--- src/rtl/dcache_refill_ctrl.sv ---
// ---------------------------------------------------------------------------
// dcache_refill_ctrl
//
// Services one data-cache miss at a time. If the victim line is dirty it is
// first written back to memory as an 8-beat burst read out of the data RAM.
// The new line is then fetched as an 8-beat read burst and written into the
// data RAM. The controller uses data RAM port B only while it moves beats.
// Outside those cycles ram_en is low, so port A owns the RAM.
//
// Ports
//   clk, rst          clock (rising edge), synchronous active-high reset
//   req, req_wb       miss request (sampled in IDLE only), victim-dirty flag
//   req_idx           line index; req_tag / wb_tag are PA[31:5] of fill/victim
//   busy, done, err   not-idle, one-cycle completion, one-cycle burst-length error
//   ram_*             data RAM port B (ram_dout is combinational read data)
//   rd_req/addr/ack   read address handshake
//   rd_valid/data/last read beats (no backpressure)
//   wr_req/addr/ack   write address handshake
//   wr_valid/data/last/ready  write beats
//   wr_done           write response
// ---------------------------------------------------------------------------
module dcache_refill_ctrl #(
  parameter int IDX_W = 4
) (
  input  logic             clk,
  input  logic             rst,
  input  logic             req,
  input  logic             req_wb,
  input  logic [IDX_W-1:0] req_idx,
  input  logic [26:0]      req_tag,
  input  logic [26:0]      wb_tag,
  output logic             busy,
  output logic             done,
  output logic             err,
  output logic             ram_en,
  output logic [3:0]       ram_we,
  output logic [IDX_W+2:0] ram_addr,
  output logic [31:0]      ram_din,
  input  logic [31:0]      ram_dout,
  output logic             rd_req,
  output logic [31:0]      rd_addr,
  input  logic             rd_ack,
  input  logic             rd_valid,
  input  logic [31:0]      rd_data,
  input  logic             rd_last,
  output logic             wr_req,
  output logic [31:0]      wr_addr,
  input  logic             wr_ack,
  output logic             wr_valid,
  output logic [31:0]      wr_data,
  output logic             wr_last,
  input  logic             wr_ready,
  input  logic             wr_done
);

  typedef enum logic [2:0] {
    S_IDLE    = 3'd0,
    S_WB_ADDR = 3'd1,
    S_WB_DATA = 3'd2,
    S_WB_RESP = 3'd3,
    S_RF_ADDR = 3'd4,
    S_RF_DATA = 3'd5,
    S_DONE    = 3'd6
  } state_t;

  state_t           state, state_d;
  logic [2:0]       cnt, cnt_d;
  logic [IDX_W-1:0] idx_q, idx_d;
  logic [26:0]      tag_q, tag_d;
  logic [26:0]      wbtag_q, wbtag_d;

  // The eighth beat of a burst. Burst progress follows this counter only.
  // rd_last is used only to report a length mismatch.
  logic last_beat;
  assign last_beat = (cnt == 3'd7);

  // -------------------------------------------------------------------------
  // State register
  // -------------------------------------------------------------------------
  // NOTE: sequential state uses non-blocking assignments so every register
  // samples its pre-edge value, independent of statement order.
  always_ff @(posedge clk) begin
    if (rst) begin
      state   <= S_IDLE;
      cnt     <= 3'd0;
      idx_q   <= '0;
      tag_q   <= '0;
      wbtag_q <= '0;
    end else begin
      state   <= state_d;
      cnt     <= cnt_d;
      idx_q   <= idx_d;
      tag_q   <= tag_d;
      wbtag_q <= wbtag_d;
    end
  end

  // -------------------------------------------------------------------------
  // Next-state and datapath-update logic
  // -------------------------------------------------------------------------
  // NOTE: every variable gets a default at the top of the block. No path can
  // leave a variable unassigned, so no latch is inferred.
  always_comb begin
    state_d = state;
    cnt_d   = cnt;
    idx_d   = idx_q;
    tag_d   = tag_q;
    wbtag_d = wbtag_q;

    unique case (state)
      S_IDLE: begin
        if (req) begin
          idx_d   = req_idx;
          tag_d   = req_tag;
          wbtag_d = wb_tag;
          state_d = req_wb ? S_WB_ADDR : S_RF_ADDR;
        end
      end

      S_WB_ADDR: begin
        if (wr_ack) begin
          cnt_d   = 3'd0;
          state_d = S_WB_DATA;
        end
      end

      S_WB_DATA: begin
        // A ready on the final beat finishes the burst in this same cycle.
        // wr_done is not looked at here.
        if (wr_ready) begin
          cnt_d = cnt + 3'd1;
          if (last_beat) state_d = S_WB_RESP;
        end
      end

      S_WB_RESP: begin
        if (wr_done) state_d = S_RF_ADDR;
      end

      S_RF_ADDR: begin
        if (rd_ack) begin
          cnt_d   = 3'd0;
          state_d = S_RF_DATA;
        end
      end

      S_RF_DATA: begin
        if (rd_valid) begin
          cnt_d = cnt + 3'd1;
          if (last_beat) state_d = S_DONE;
        end
      end

      S_DONE: state_d = S_IDLE;

      default: state_d = S_IDLE;
    endcase
  end

  // -------------------------------------------------------------------------
  // Output logic
  // -------------------------------------------------------------------------
  // Address and data outputs are zero outside the states that drive them.
  // As a result, every output is zero in IDLE, and IDLE is the reset state.
  always_comb begin
    busy     = (state != S_IDLE);
    done     = 1'b0;
    err      = 1'b0;
    ram_en   = 1'b0;
    ram_we   = 4'h0;
    ram_addr = '0;
    ram_din  = 32'h0;
    rd_req   = 1'b0;
    rd_addr  = 32'h0;
    wr_req   = 1'b0;
    wr_addr  = 32'h0;
    wr_valid = 1'b0;
    wr_data  = 32'h0;
    wr_last  = 1'b0;

    unique case (state)
      S_WB_ADDR: begin
        wr_req  = 1'b1;
        wr_addr = {wbtag_q, 5'b0};
      end

      S_WB_DATA: begin
        // The RAM read is combinational. The victim word goes out in the
        // same cycle that its address is presented.
        ram_en   = 1'b1;
        ram_addr = {idx_q, cnt};
        wr_valid = 1'b1;
        wr_data  = ram_dout;
        wr_last  = last_beat;
      end

      S_RF_ADDR: begin
        rd_req  = 1'b1;
        rd_addr = {tag_q, 5'b0};
      end

      S_RF_DATA: begin
        if (rd_valid) begin
          ram_en   = 1'b1;
          ram_we   = 4'hF;
          ram_addr = {idx_q, cnt};
          ram_din  = rd_data;
          err      = (rd_last != last_beat);
        end
      end

      S_DONE: done = 1'b1;

      default: ;
    endcase
  end

endmodule

--- config.mk ---
export PLATFORM = sky130hd
export DESIGN_NAME = dcache_refill_ctrl
export DESIGN_NICKNAME = d
export VERILOG_FILES = /design/src/rtl/dcache_refill_ctrl.sv
export SDC_FILE = /design/constraint.sdc
export NUM_CORES = 1
export LEC_CHECK = 0
export ABC_AREA = 1
export BUFFER_PORTS_ARGS = -buffer_cell sky130_fd_sc_hd__clkbuf_2
export CAP_MARGIN = 20
export CELL_PAD_IN_SITES_DETAIL_PLACEMENT = 1
export CELL_PAD_IN_SITES_GLOBAL_PLACEMENT = 2
export CORE_ASPECT_RATIO = 0.75
export CORE_MARGIN = 4
export CORE_UTILIZATION = 17
export CTS_CLUSTER_DIAMETER = 200
export DETAILED_ROUTE_END_ITERATION = 16
export PLACE_DENSITY_LB_ADDON = 0.05
export SLEW_MARGIN = 20
export SYNTH_ARGS = -nofsm -noshare
export SYNTH_HDL_FRONTEND = slang
export SYNTH_SLANG_ARGS = --single-unit
--- constraint.sdc ---
create_clock -name clk -period 1.4 [get_ports clk]
set_clock_uncertainty 0.1 [all_clocks]
set_input_delay 0.07 -clock clk [delete_from_list [all_inputs] [get_ports clk]]
set_output_delay 0.07 -clock clk [all_outputs]
set_load 0.01 [all_outputs]
# Word-level counts from Yosys, hierarchy flattened
# Cells that the tools add are included.
[word_totals] ff_bits=64 elab_cells=61
[classes] n_addsub=1 eq_ne=16 mux=33 n_reduce_logical=6
[op_table] cell="two-way mux 32 bit" n=5
[op_table] cell="two-way mux 3 bit" n=13
[op_table] cell="case mux 3 bit (6 select lines)" n=1
[op_table] cell="inequality test 2 bit (second input constant)" n=8
[op_table] cell="case mux 7 bit (2 select lines)" n=1
[op_table] cell="equality test 3 bit (second input constant)" n=4
[op_table] cell="case mux 3 bit (4 select lines)" n=1
[op_table] cell="two-way mux 1 bit" n=8
[op_table] cell="two-way mux 4 bit" n=2
[op_table] cell="AND reduction 8 bit" n=1
[op_table] cell="two-way mux 7 bit" n=1
[op_table] cell="equality test 3 x 2 -> 1 bit (second input constant)" n=2
[op_table] cell="AND reduction 5 bit" n=1
[op_table] cell="nonzero test 4 bit" n=1
[op_table] cell="adder 3 x 1 -> 3 bit (second input constant)" n=1
[op_table] cell="equality test 3 x 1 -> 1 bit (second input constant)" n=1
[op_table] cell="logical NOT 3 bit" n=1
[op_table] cell="nonzero test 3 bit" n=1
[op_table] cell="case mux 1 bit (2 select lines)" n=1
[op_table] cell="AND reduction 2 bit" n=1
[op_table] cell="inequality test 1 bit" n=1

# Depth between registers and ports, before layout
[depth] word_depth=4 mapped_depth=10 depth_no_buf=10

# Worst setup path after synthesis
# Ideal clock, no wire load.
[synth_path] path_type="register -> output" start="register state[0]" end="output ram_addr[0]" arrival_ns=1.318 path_slack_ns=-0.088 stages_incl_launch_ff=7 n_path_buf=0 path_cell_list="dfxtp_1 nand3_2 nor2_2 inv_1 nand2_1 inv_2 nor2_1"
[synth_via] elab_chain_cells=2 elab_cells_between_ends=3 cone_classes="eq/ne (2); mux (1)"
[synth_lines] item="from (decl)" line_no="66" rtl="state_t state, state_d;"
[synth_lines] item="from (signal assigned)" line_no="90" rtl="state <= state_d;"
[synth_lines] item="equality test 3 bit / equality test 3 x 2 -> 1 bit (equally long branches)" line_no="181" rtl="unique case (state)"
[synth_lines] item="case mux 7 bit (2 select lines) (*)" line_no="181"
[synth_lines] item="to (decl)" line_no="37" rtl="output logic [IDX_W+2:0] ram_addr,"
# Every way passes the cells marked *; elsewhere a longest branch is shown, timed or not.

# Worst setup path in the final report
[layout_path] start="register state[1]" end="output wr_addr[21]"
[layout_via] elab_chain_cells=2
[layout_lines] item="equality test 3 x 1 -> 1 bit" line_no="181"
[layout_lines] item="two-way mux 32 bit" line_no="181"
[layout_lines] item="to (decl)" line_no="47" rtl="output logic [31:0] wr_addr,"
# No other way between the ends.

==> metrics.txt <==
clock buffer depth 2; Overall Global Routing Usage 14.0%; Synth area leaders dfxtp_1 (35%), nor2_1 (14%), inv_1 (11%); IO Count 279; core footprint just over 20000 sq um; layout cells sized above 1 64.0%; CP most frequent cell nor2_4; DP HPWL between 10000 and 15000 um; Cell Count, Final, Fillers Out between 1000 and 1500; Final GP Congestion roughly 0.77; initial antenna violation count 0; crit path capture type output port; RSZ-0062 raised after global routing yes; ys flop type dfxtp_1; Synth top area share roughly a third; worst hold path type in2reg; Lkg Pwr just over 0.004 uW; CP max FO 7; PortBufs approximately 270; Die X around 180 um; first-pass GRT wire length about 27000 um; Worst-Skew Late Latency ~0.34 ns; synthesis warning total 0; H-tree levels 3; crit path DAT between 1.5 and 2 ns; Initial DRC Count ~110; syn avg cell area between 6 and 7 sq um; vias in the first global route slightly below 5000; Routed Antenna Nets 0; # fillers approximately 2400; total number of vias around 5100; Yosys reg bits 64; die area approximately 24000 sq um; first-pass iteration count of the detailed router 4; CTS sink cnt between 60 and 70; CTS tree built; crit share post-route 127%; Worst-path clk slew about 0.060 ns; failing checks negative setup slack; number of buffers created by CTS 9; most common cell in the netlist nor2_1; final setup violating endpoints 200; Area Overhead vs Synth 159%; most instantiated cells after synthesis nor2_1 (133), inv_1 (103), dfxtp_1 (64), a21oi_1 (61), o21ai_0 (59); worst-path cell chain buf_6 > nor2_4 > inv_2 > nor2_4 > buf_12 > inv_16 > nor2_1 > buf_2; detailed-route DRC error count 0; cell taking the most area after synthesis dfxtp_1; peak supply drop 510 uV; initial core utilization ~18%; PnR Total Power approximately 13000 uW; largest net degree at the start of global routing between 60 and 70; family with the most delay on the worst path buffers and inverters; WS Path Type reg2out; post-synth cell types 26; global route total overflow 0; min setup slack post-route -0.380 ns; Post-synth EDFFs 0; Inst Count DP approximately 1100; Pwr Density about 1400 nW/um^2; number of max-cap violations 0; CP required 1.23 ns; Slew @ Worst Pin 0.506 ns; root buffer cell clkbuf_16; final wirelength about 21000 um; Buf+Inv Stages, Crit Path 5; final net count between 1000 and 1500; Synth Instances approximately 570; Period minus WS final approximately 1.8 ns; ys async rst share 0%; routed len/inst between 15 and 20 um; Synth Cell Area 3630 sq um; Rows 45; Final Max Slew Viols 0; Die Height around 130 um; critical path launch point type flop; CP max stage delay between 0.3 and 0.4 ns; Vias/cell 4.12; post-synthesis sequential area ratio 35.3%; Antenna Cells 0; outcome finished with violations; Max Clk Rate ~560 MHz; Max-slew headroom between 60% and 70%; Fin. Hold Viols 0; critical path's slowest cell dfxtp_4
==> final timing paths <==
| check | startpoint | to | slack [ns] | cells after the start |
|---|---|---|---|---|
| worst max-delay path | state[1]$_SDFFE_PP0P_ | wr_addr[21] | -0.38 | 8 |
| worst min-delay path | rd_ack | cnt[1]$_SDFFE_PP0P_ | 0.15 | 7 |
| worst max register to register | state[0]$_SDFFE_PP0P_ | tag_q[15]$_SDFFE_PP0P_ | -0.30 | 8 |
| worst min register to register | idx_q[3]$_SDFFE_PP0P_ | idx_q[3]$_SDFFE_PP0P_ | 0.38 | 2 |
==> where the power goes <==
group	switching, uW	internal (uW)	total (uW)	leakage (uW)
combinational	4480	3910	8390	0.00344
clock	911	1380	2290	0.000138
sequential	200	2370	2570	0.000531
==> cell usage in the layout (no fill, tap or decap), types with 2 or more instances in the layout <==
cell / netlist / layout
nor2_2: 4 / 14
clkinvlp_4: 0 / 3
clkbuf_16: 0 / 23
buf_4: 18 / 30
nor2_1: 133 / 17
buf_2: 10 / 17
inv_4: 1 / 2
buf_16: 0 / 5
dlygate4sd3_1: 0 / 59
dfxtp_4: 0 / 3
o21ai_1: 0 / 2
inv_12: 0 / 2
buf_12: 1 / 12
a21oi_1: 61 / 39
nor2_4: 12 / 118
a21oi_2: 0 / 22
inv_2: 5 / 5
nand2_8: 0 / 2
inv_1: 103 / 99
nand2_1: 58 / 51
nand3_4: 1 / 4
buf_8: 0 / 4
dfxtp_1: 64 / 59
o21ai_2: 0 / 42
buf_6: 3 / 141
conb_1: 1 / 10
dfxtp_2: 0 / 2
o21ai_4: 0 / 14
clkbuf_2: 0 / 131
nand3_1: 11 / 7
nand3_2: 2 / 3
nand2_4: 0 / 2
inv_16: 0 / 2
clkinv_2: 0 / 2
ha_4: 0 / 2
nand2_2: 1 / 4
==> area by class of cell <==
class | instances | area (sq um) | area share (%)
tap | 282 | 353 | 3.75
clock buffer | 9 | 225 | 2.39
multi-input combinational | 358 | 3020 | 32.1
clock inverter | 7 | 71.3 | 0.758
timing repair buffer | 414 | 3950 | 41.9
inverter | 110 | 447 | 4.75
sequential | 64 | 1290 | 13.8
timing repair inverter | 3 | 52.6 | 0.558
==> through the flow <==
stage	setup WS [ns]	hold WS, ns	area (sq um)	util [%]	TNS (ns)
floorplan	-0.00815	0.127	3670	-	-0.0571
global placement	-0.151	0.248	5380	26.1	-9.94
detailed placement	-0.220	0.262	5380	26.1	-12.48
CTS	-0.365	0.123	6950	33.7	-50.16
global route	-0.438	0.189	9410	45.7	-67.84
finish	-0.380	0.151	9410	45.7	-51.22
==> cells by family after synthesis <==
family                   after synthesis  share of synthesized area (%)
buffers and inverters                158                           19.7
AO/OA/AOI/OAI                        121                           16.8
adder cells (fa/ha/maj)                2                          0.689
AND/OR/NAND/NOR                      224                           27.2
other                                  1                          0.103
flip-flops                            64                           35.3
XOR/XNOR                               1                          0.241
==> sequential cells by signal (all words and copies together), names as in the netlist <==
name / flops
state: 3
wbtag_q: 27
idx_q: 4
tag_q: 27
cnt: 3
==> routing by layer <==
metal	wire length (um)	track usage [%]	vias up	part of all wire, %
li1	-	-	2493	-
met1	8660	17.9	2467	41
met2	11000	24.7	152	52
met3	1040	2.99	22	4.9
met4	296	2.53	0	1.4
met5	0	0	-	0
==> worst register-to-register path, stage by stage, from the launching register on <==
cell and delay [ns]:
dfxtp_4 0.37, buf_6 0.12, nor2_4 0.18, buf_6 0.15, nand3_4 0.13, buf_12 0.20
buf_6 0.15, o21ai_2 0.13, a21oi_1 0.06
==> timing repair <==
action                     CTS  global route
hold endpoints to repair    59             0
resized for setup          161           574
setup endpoints to repair  201           201
pin swaps                   12            28
gates cloned                 5            19
setup buffers               23            18
hold buffers                59             0
Note: power is estimated with default switching activity, not from simulation.
